===== config.mk =====
export PLATFORM = sky130hd
export DESIGN_NAME = hazard_ctrl
export DESIGN_NICKNAME = d
export VERILOG_FILES = /design/src/rtl/hazard_ctrl.sv
export SDC_FILE = /design/constraint.sdc
export NUM_CORES = 1
export LEC_CHECK = 0
export ABC_AREA = 0
export BUFFER_PORTS_ARGS = -buffer_cell sky130_fd_sc_hd__buf_2
export CORE_MARGIN = 8
export CORE_UTILIZATION = 44
export DETAILED_ROUTE_END_ITERATION = 8
export PLACE_DENSITY_LB_ADDON = 0.25
export SYNTH_ARGS = -nofsm -noshare
export SYNTH_HDL_FRONTEND = slang
export SYNTH_SLANG_ARGS = --single-unit

===== constraint.sdc =====
create_clock -name clk -period 4.5 [get_ports clk]
set_clock_uncertainty 0.2 [all_clocks]
set_input_delay 0.225 -clock clk [delete_from_list [all_inputs] [get_ports clk]]
set_output_delay 0.225 -clock clk [all_outputs]
set_load 0.01 [all_outputs]

===== src/rtl/hazard_ctrl.sv =====
// Hazard/forwarding controller: operand forward selects, load-use stalls, branch flush, dmem-busy freeze.
// Define HAZARD_PERF_EN to add the saturating stall_cnt/flush_cnt performance counters.
module hazard_ctrl #(
    parameter int REG_W    = 3,
    parameter int LOAD_LAT = 1,
    parameter int CNT_W    = 16
) (
    input  logic             clk,
    input  logic             rst_n,
    input  logic [REG_W-1:0] id_rs,
    input  logic [REG_W-1:0] id_rt,
    input  logic             id_rs_use,
    input  logic             id_rt_use,
    input  logic [REG_W-1:0] ex_rs,
    input  logic [REG_W-1:0] ex_rt,
    input  logic             ex_rs_use,
    input  logic             ex_rt_use,
    input  logic             ex_wr_en,
    input  logic             ex_is_load,
    input  logic [REG_W-1:0] ex_wr_reg,
    input  logic             mem_wr_en,
    input  logic             mem_is_load,
    input  logic [REG_W-1:0] mem_wr_reg,
    input  logic             wb_wr_en,
    input  logic [REG_W-1:0] wb_wr_reg,
    input  logic             dmem_busy,
    input  logic             br_taken,
    output logic [1:0]       fwd_a,
    output logic [1:0]       fwd_b,
    output logic [1:0]       id_fwd_rs,
    output logic             stall_if,
    output logic             stall_id,
    output logic             bubble_ex,
    output logic             flush_id,
    output logic             stall_all,
    output logic [1:0]       hz_state
`ifdef HAZARD_PERF_EN
    ,
    output logic [CNT_W-1:0] stall_cnt,
    output logic [CNT_W-1:0] flush_cnt
`endif
);

    typedef enum logic [1:0] {
        RUN      = 2'b00,
        LU_STALL = 2'b01,
        MEM_WAIT = 2'b10
    } hzState_t;

    localparam logic [2:0] LU_INIT = 3'(LOAD_LAT - 1);

    hzState_t   stateReg, stateNext, effState;
    logic [2:0] cntReg, cntNext;

    logic [REG_W-1:0] exSrc    [2];
    logic             exSrcUse [2];
    logic [1:0]       exSel    [2];
    logic [1:0]       idSel;
    logic             luHit;
    logic             rawStallIf, rawStallId, rawBubbleEx, rawFlushId, rawStallAll;

    assign exSrc[0]    = ex_rs;
    assign exSrc[1]    = ex_rt;
    assign exSrcUse[0] = ex_rs_use;
    assign exSrcUse[1] = ex_rt_use;

    // MEM/WB forwarding for both EX operands; a MEM load has no ALU result yet.
    generate
        for (genvar gi = 0; gi < 2; gi++) begin : g_exFwd
            assign exSel[gi] = !exSrcUse[gi]                                      ? 2'b00 :
                               (mem_wr_en && !mem_is_load && mem_wr_reg == exSrc[gi]) ? 2'b01 :
                               (wb_wr_en && wb_wr_reg == exSrc[gi])                ? 2'b10 :
                                                                                     2'b00;
        end
    endgenerate

    assign idSel = !id_rs_use                                         ? 2'b00 :
                   (ex_wr_en && !ex_is_load && ex_wr_reg == id_rs)    ? 2'b01 :
                   (mem_wr_en && mem_wr_reg == id_rs)                 ? 2'b10 :
                                                                        2'b00;

    assign luHit = ex_wr_en && ex_is_load &&
                   ((id_rs_use && id_rs == ex_wr_reg) || (id_rt_use && id_rt == ex_wr_reg));

    always_ff @(posedge clk or negedge rst_n) begin
        if (!rst_n) begin
            stateReg <= RUN;
            cntReg   <= 3'd0;
        end else begin
            stateReg <= stateNext;
            cntReg   <= cntNext;
        end
    end

    always_comb begin
        // The cycle dmem_busy drops already behaves as the state being resumed,
        // so the freeze costs exactly the busy cycles and no extra dead cycle.
        effState = stateReg;
        if (stateReg == MEM_WAIT && !dmem_busy)
            effState = (cntReg != 3'd0) ? LU_STALL : RUN;

        stateNext   = effState;
        cntNext     = cntReg;
        rawStallIf  = 1'b0;
        rawStallId  = 1'b0;
        rawBubbleEx = 1'b0;
        rawFlushId  = 1'b0;
        rawStallAll = 1'b0;

        case (effState)
            RUN: begin
                if (dmem_busy) begin
                    rawStallAll = 1'b1;
                    stateNext   = MEM_WAIT;
                end else if (br_taken) begin
                    rawFlushId  = 1'b1;
                    rawBubbleEx = 1'b1;
                    stateNext   = RUN;
                end else if (luHit) begin
                    rawStallIf  = 1'b1;
                    rawStallId  = 1'b1;
                    rawBubbleEx = 1'b1;
                    if (LOAD_LAT > 1) begin
                        cntNext   = LU_INIT;
                        stateNext = LU_STALL;
                    end else begin
                        stateNext = RUN;
                    end
                end else begin
                    stateNext = RUN;
                end
            end
            LU_STALL: begin
                if (dmem_busy) begin
                    rawStallAll = 1'b1;
                    stateNext   = MEM_WAIT;
                end else begin
                    rawStallIf  = 1'b1;
                    rawStallId  = 1'b1;
                    rawBubbleEx = 1'b1;
                    if (cntReg <= 3'd1) begin
                        cntNext   = 3'd0;
                        stateNext = RUN;
                    end else begin
                        cntNext   = cntReg - 3'd1;
                        stateNext = LU_STALL;
                    end
                end
            end
            MEM_WAIT: begin
                rawStallAll = 1'b1;
                stateNext   = MEM_WAIT;
            end
            default: begin
                cntNext   = 3'd0;
                stateNext = RUN;
            end
        endcase
    end

    // Outputs are forced low the moment rst_n falls, including the combinational selects.
    assign fwd_a     = exSel[0] & {2{rst_n}};
    assign fwd_b     = exSel[1] & {2{rst_n}};
    assign id_fwd_rs = idSel & {2{rst_n}};
    assign stall_if  = rawStallIf & rst_n;
    assign stall_id  = rawStallId & rst_n;
    assign bubble_ex = rawBubbleEx & rst_n;
    assign flush_id  = rawFlushId & rst_n;
    assign stall_all = rawStallAll & rst_n;
    assign hz_state  = stateReg & {2{rst_n}};

`ifdef HAZARD_PERF_EN
    logic [CNT_W-1:0] stallCntReg, flushCntReg;

    always_ff @(posedge clk or negedge rst_n) begin
        if (!rst_n) begin
            stallCntReg <= '0;
            flushCntReg <= '0;
        end else begin
            if ((rawStallIf || rawStallAll) && stallCntReg != {CNT_W{1'b1}})
                stallCntReg <= stallCntReg + 1'b1;
            if (rawFlushId && flushCntReg != {CNT_W{1'b1}})
                flushCntReg <= flushCntReg + 1'b1;
        end
    end

    assign stall_cnt = stallCntReg;
    assign flush_cnt = flushCntReg;
`endif

endmodule

==> qor.yml <==
max_cap_violations: 0
ant_nets: 0
synth-seq-area-share_pct: 17.95
dr.pass1.iters: 4
met3_length_microns: 138
end_kind: "output pin"
worst_hold_slack_ns: 0.1071
min_path_type: "input port to register"
ys_seq_elements: 5
cts_made_buffers: 3
p_per_area_nw_per_um2: 153.6
p_leak_nw: 0.5148
arrival_ns: 1.76
ff2ff_setup_slack_ns: 2.96
setup_viol: 0
relSlewSlack_pct: 76.98
overflow: 0
synth_area_sq_um: 696.9
final_util_pct: 64.54
dieArea_sq_um: 3114
drive_gt1_share_pct: 39.10
grt_max_degree: 16
cts_num_sinks: 5
num_vias: 789
rows: 14
ioPinCount: 47
detailedPlace.worstSlack_ns: 2.697
worstMarginPinSlew_ns: 0.3421
ctsResizeCount: 0
fill_cells: 141
regArea_sq_um: 125.1
initial_utilization_pct: 46.81
async_flop_share_pct: 100.0
synth_edf_count: 0
stdcell_count: 149
routed_wl_microns: 2062
clkTransAtPathRegs_ns: 0.04
numPortBuffers: 46
endpoint: "stall_id"
rr_endpoint: "cntReg[0]"
die_h_microns: 55.80
place_area_sq_um: 924.6
cp-start-kind: "input port"
vias_per_cell: 5.295
max_freq_mhz: 458.5
synth_warnings: 0
area_growth_pct: 37.88
rsz0062_at_grt: "no"
slew_violations: 0
r2r_cells: 5
outcome: "completed"
wl_met1_microns: 880
antenna_found_initial: 0
cp_max_fo: 15
grt_pass1_wl_microns: 3512
root_buffer: "clkbuf_4"
ir_drop_mv: 0.1487
place_congestion: 0.8830
rr_startpoint: "cntReg[0]"
critPathLaunch: "rst_n"
multiInputGateArea_sq_um: 534.3
dieWidth_microns: 55.80
postSynthAreaPerCell_sq_um: 8.199
core-area_sq_um: 1489
nets: 171
total_power_mw: 0.1476
antenna_cells: 0
dpl.cell_count: 144
yosysUniqueCellTypes: 25
fin_ws_ns: 2.319
final_area_sq_um: 960.9
wire_per_inst_microns: 13.84
required_ns: 4.07
hold_viol: 0
syn-num-nets: 122
clk_latency_ns: 0.24
worstSetupPathType: "input port to output pin"
met2WireLength_microns: 1042
grt_pass1_vias: 849
cts.path.max_buffers: 2
setup_tns_ns: 0
period_share_pct: 48.47
drt_iter0_drc: 18
netlist_instances: 85
synthFlopType: "dfrtp_1"
period_needed_ns: 2.181
dpl.hpwl_microns: 1781
htree_levels: 1
track_usage_pct: 13.19
drcViolationCount: 0
tritoncts: "built"
top_layer: "met3"
## placed cells by master, fill, tap and decap left out, drive strengths merged, types with 2 or more instances in the layout
master	n
and2	3
and3	4
and3b	3
buf	46
clkbuf	4
dfrtp	5
ha	3
inv	4
nand2	3
nand2b	4
nand3	2
nand4	5
nor2	3
nor3	2
nor4	6
o21ai	7
o31ai	2
xnor2	5
xor2	17
## metal layers
| layer | GRT usage, % | vias up |
|---|---|---|
| li1 | - | 405 |
| met1 | 14.21 | 356 |
| met2 | 23.40 | 28 |
| met3 | 5.023 | 0 |
| met4 | 3.169 | 0 |
| met5 | 0 | - |
## area by class of cell
| type | instances | area share (%) |
|---|---|---|
| Multi-Input combinational cell | 73 | 55.60 |
| Timing Repair Buffer | 47 | 25.00 |
| Sequential cell | 5 | 13.02 |
| Clock buffer | 4 | 2.734 |
| Tap cell | 16 | 2.083 |
| Inverter | 4 | 1.562 |
## where the power goes
group | switching [mW] | internal [mW]
clock network | 0.0166 | 0.0334
logic | 0.0250 | 0.0257
registers | 0.00131 | 0.0456
## cell usage after synthesis, types with 4 or more instances
library cell / instances / area (sq um)
nand2b_1: 4 / 25.02
xnor2_1: 5 / 43.79
o21ai_0: 7 / 35.03
xor2_1: 17 / 148.9
and3_1: 4 / 25.02
nand4_1: 5 / 31.28
dfrtp_1: 5 / 125.1
nor4_1: 5 / 31.28
inv_1: 4 / 15.01
## critical path, stage by stage
cell and delay [ns]:
dlygate4sd3_1 0.52, buf_2 0.25, and3b_2 0.26, nand3_1 0.10, o31ai_1 0.23, buf_2 0.18
## how the worst min path moves through the flow
stage | start | end | slack [ns] | cells after the start
after global placement | rst_n | cntReg[1] | -0.10 | 1
final | dmem_busy | stateReg[1] | 0.11 | 2
after floorplan | rst_n | cntReg[0] | -0.27 | 0
after CTS | dmem_busy | stateReg[1] | 0.1 | 2
after detailed placement | rst_n | cntReg[1] | -0.10 | 1
after global routing | dmem_busy | stateReg[1] | 0.13 | 2
## state kept, by name, indices dropped and copies added, names as in the netlist
signal / flops
stateReg: 2
cntReg: 3
## logic make-up (layout without fill, tap and decap cells)
family / Yosys count / in the layout / share of synthesized area (%)
fa+ha+maj: 3 / 3 / 5.387
xor+xnor: 22 / 22 / 27.65
compound gates: 12 / 12 / 10.77
flops: 5 / 5 / 17.95
simple gates: 36 / 36 / 32.85
buf+inv: 7 / 55 / 5.385
## what timing repair did
item | CTS | global route
hold buffers | 1 | 0
setup buffers | 0 | 0
endpoints found under the setup margin | 0 | 0
hold endpoints to repair | 5 | 0
Note: power is estimated with default switching activity, not from simulation.
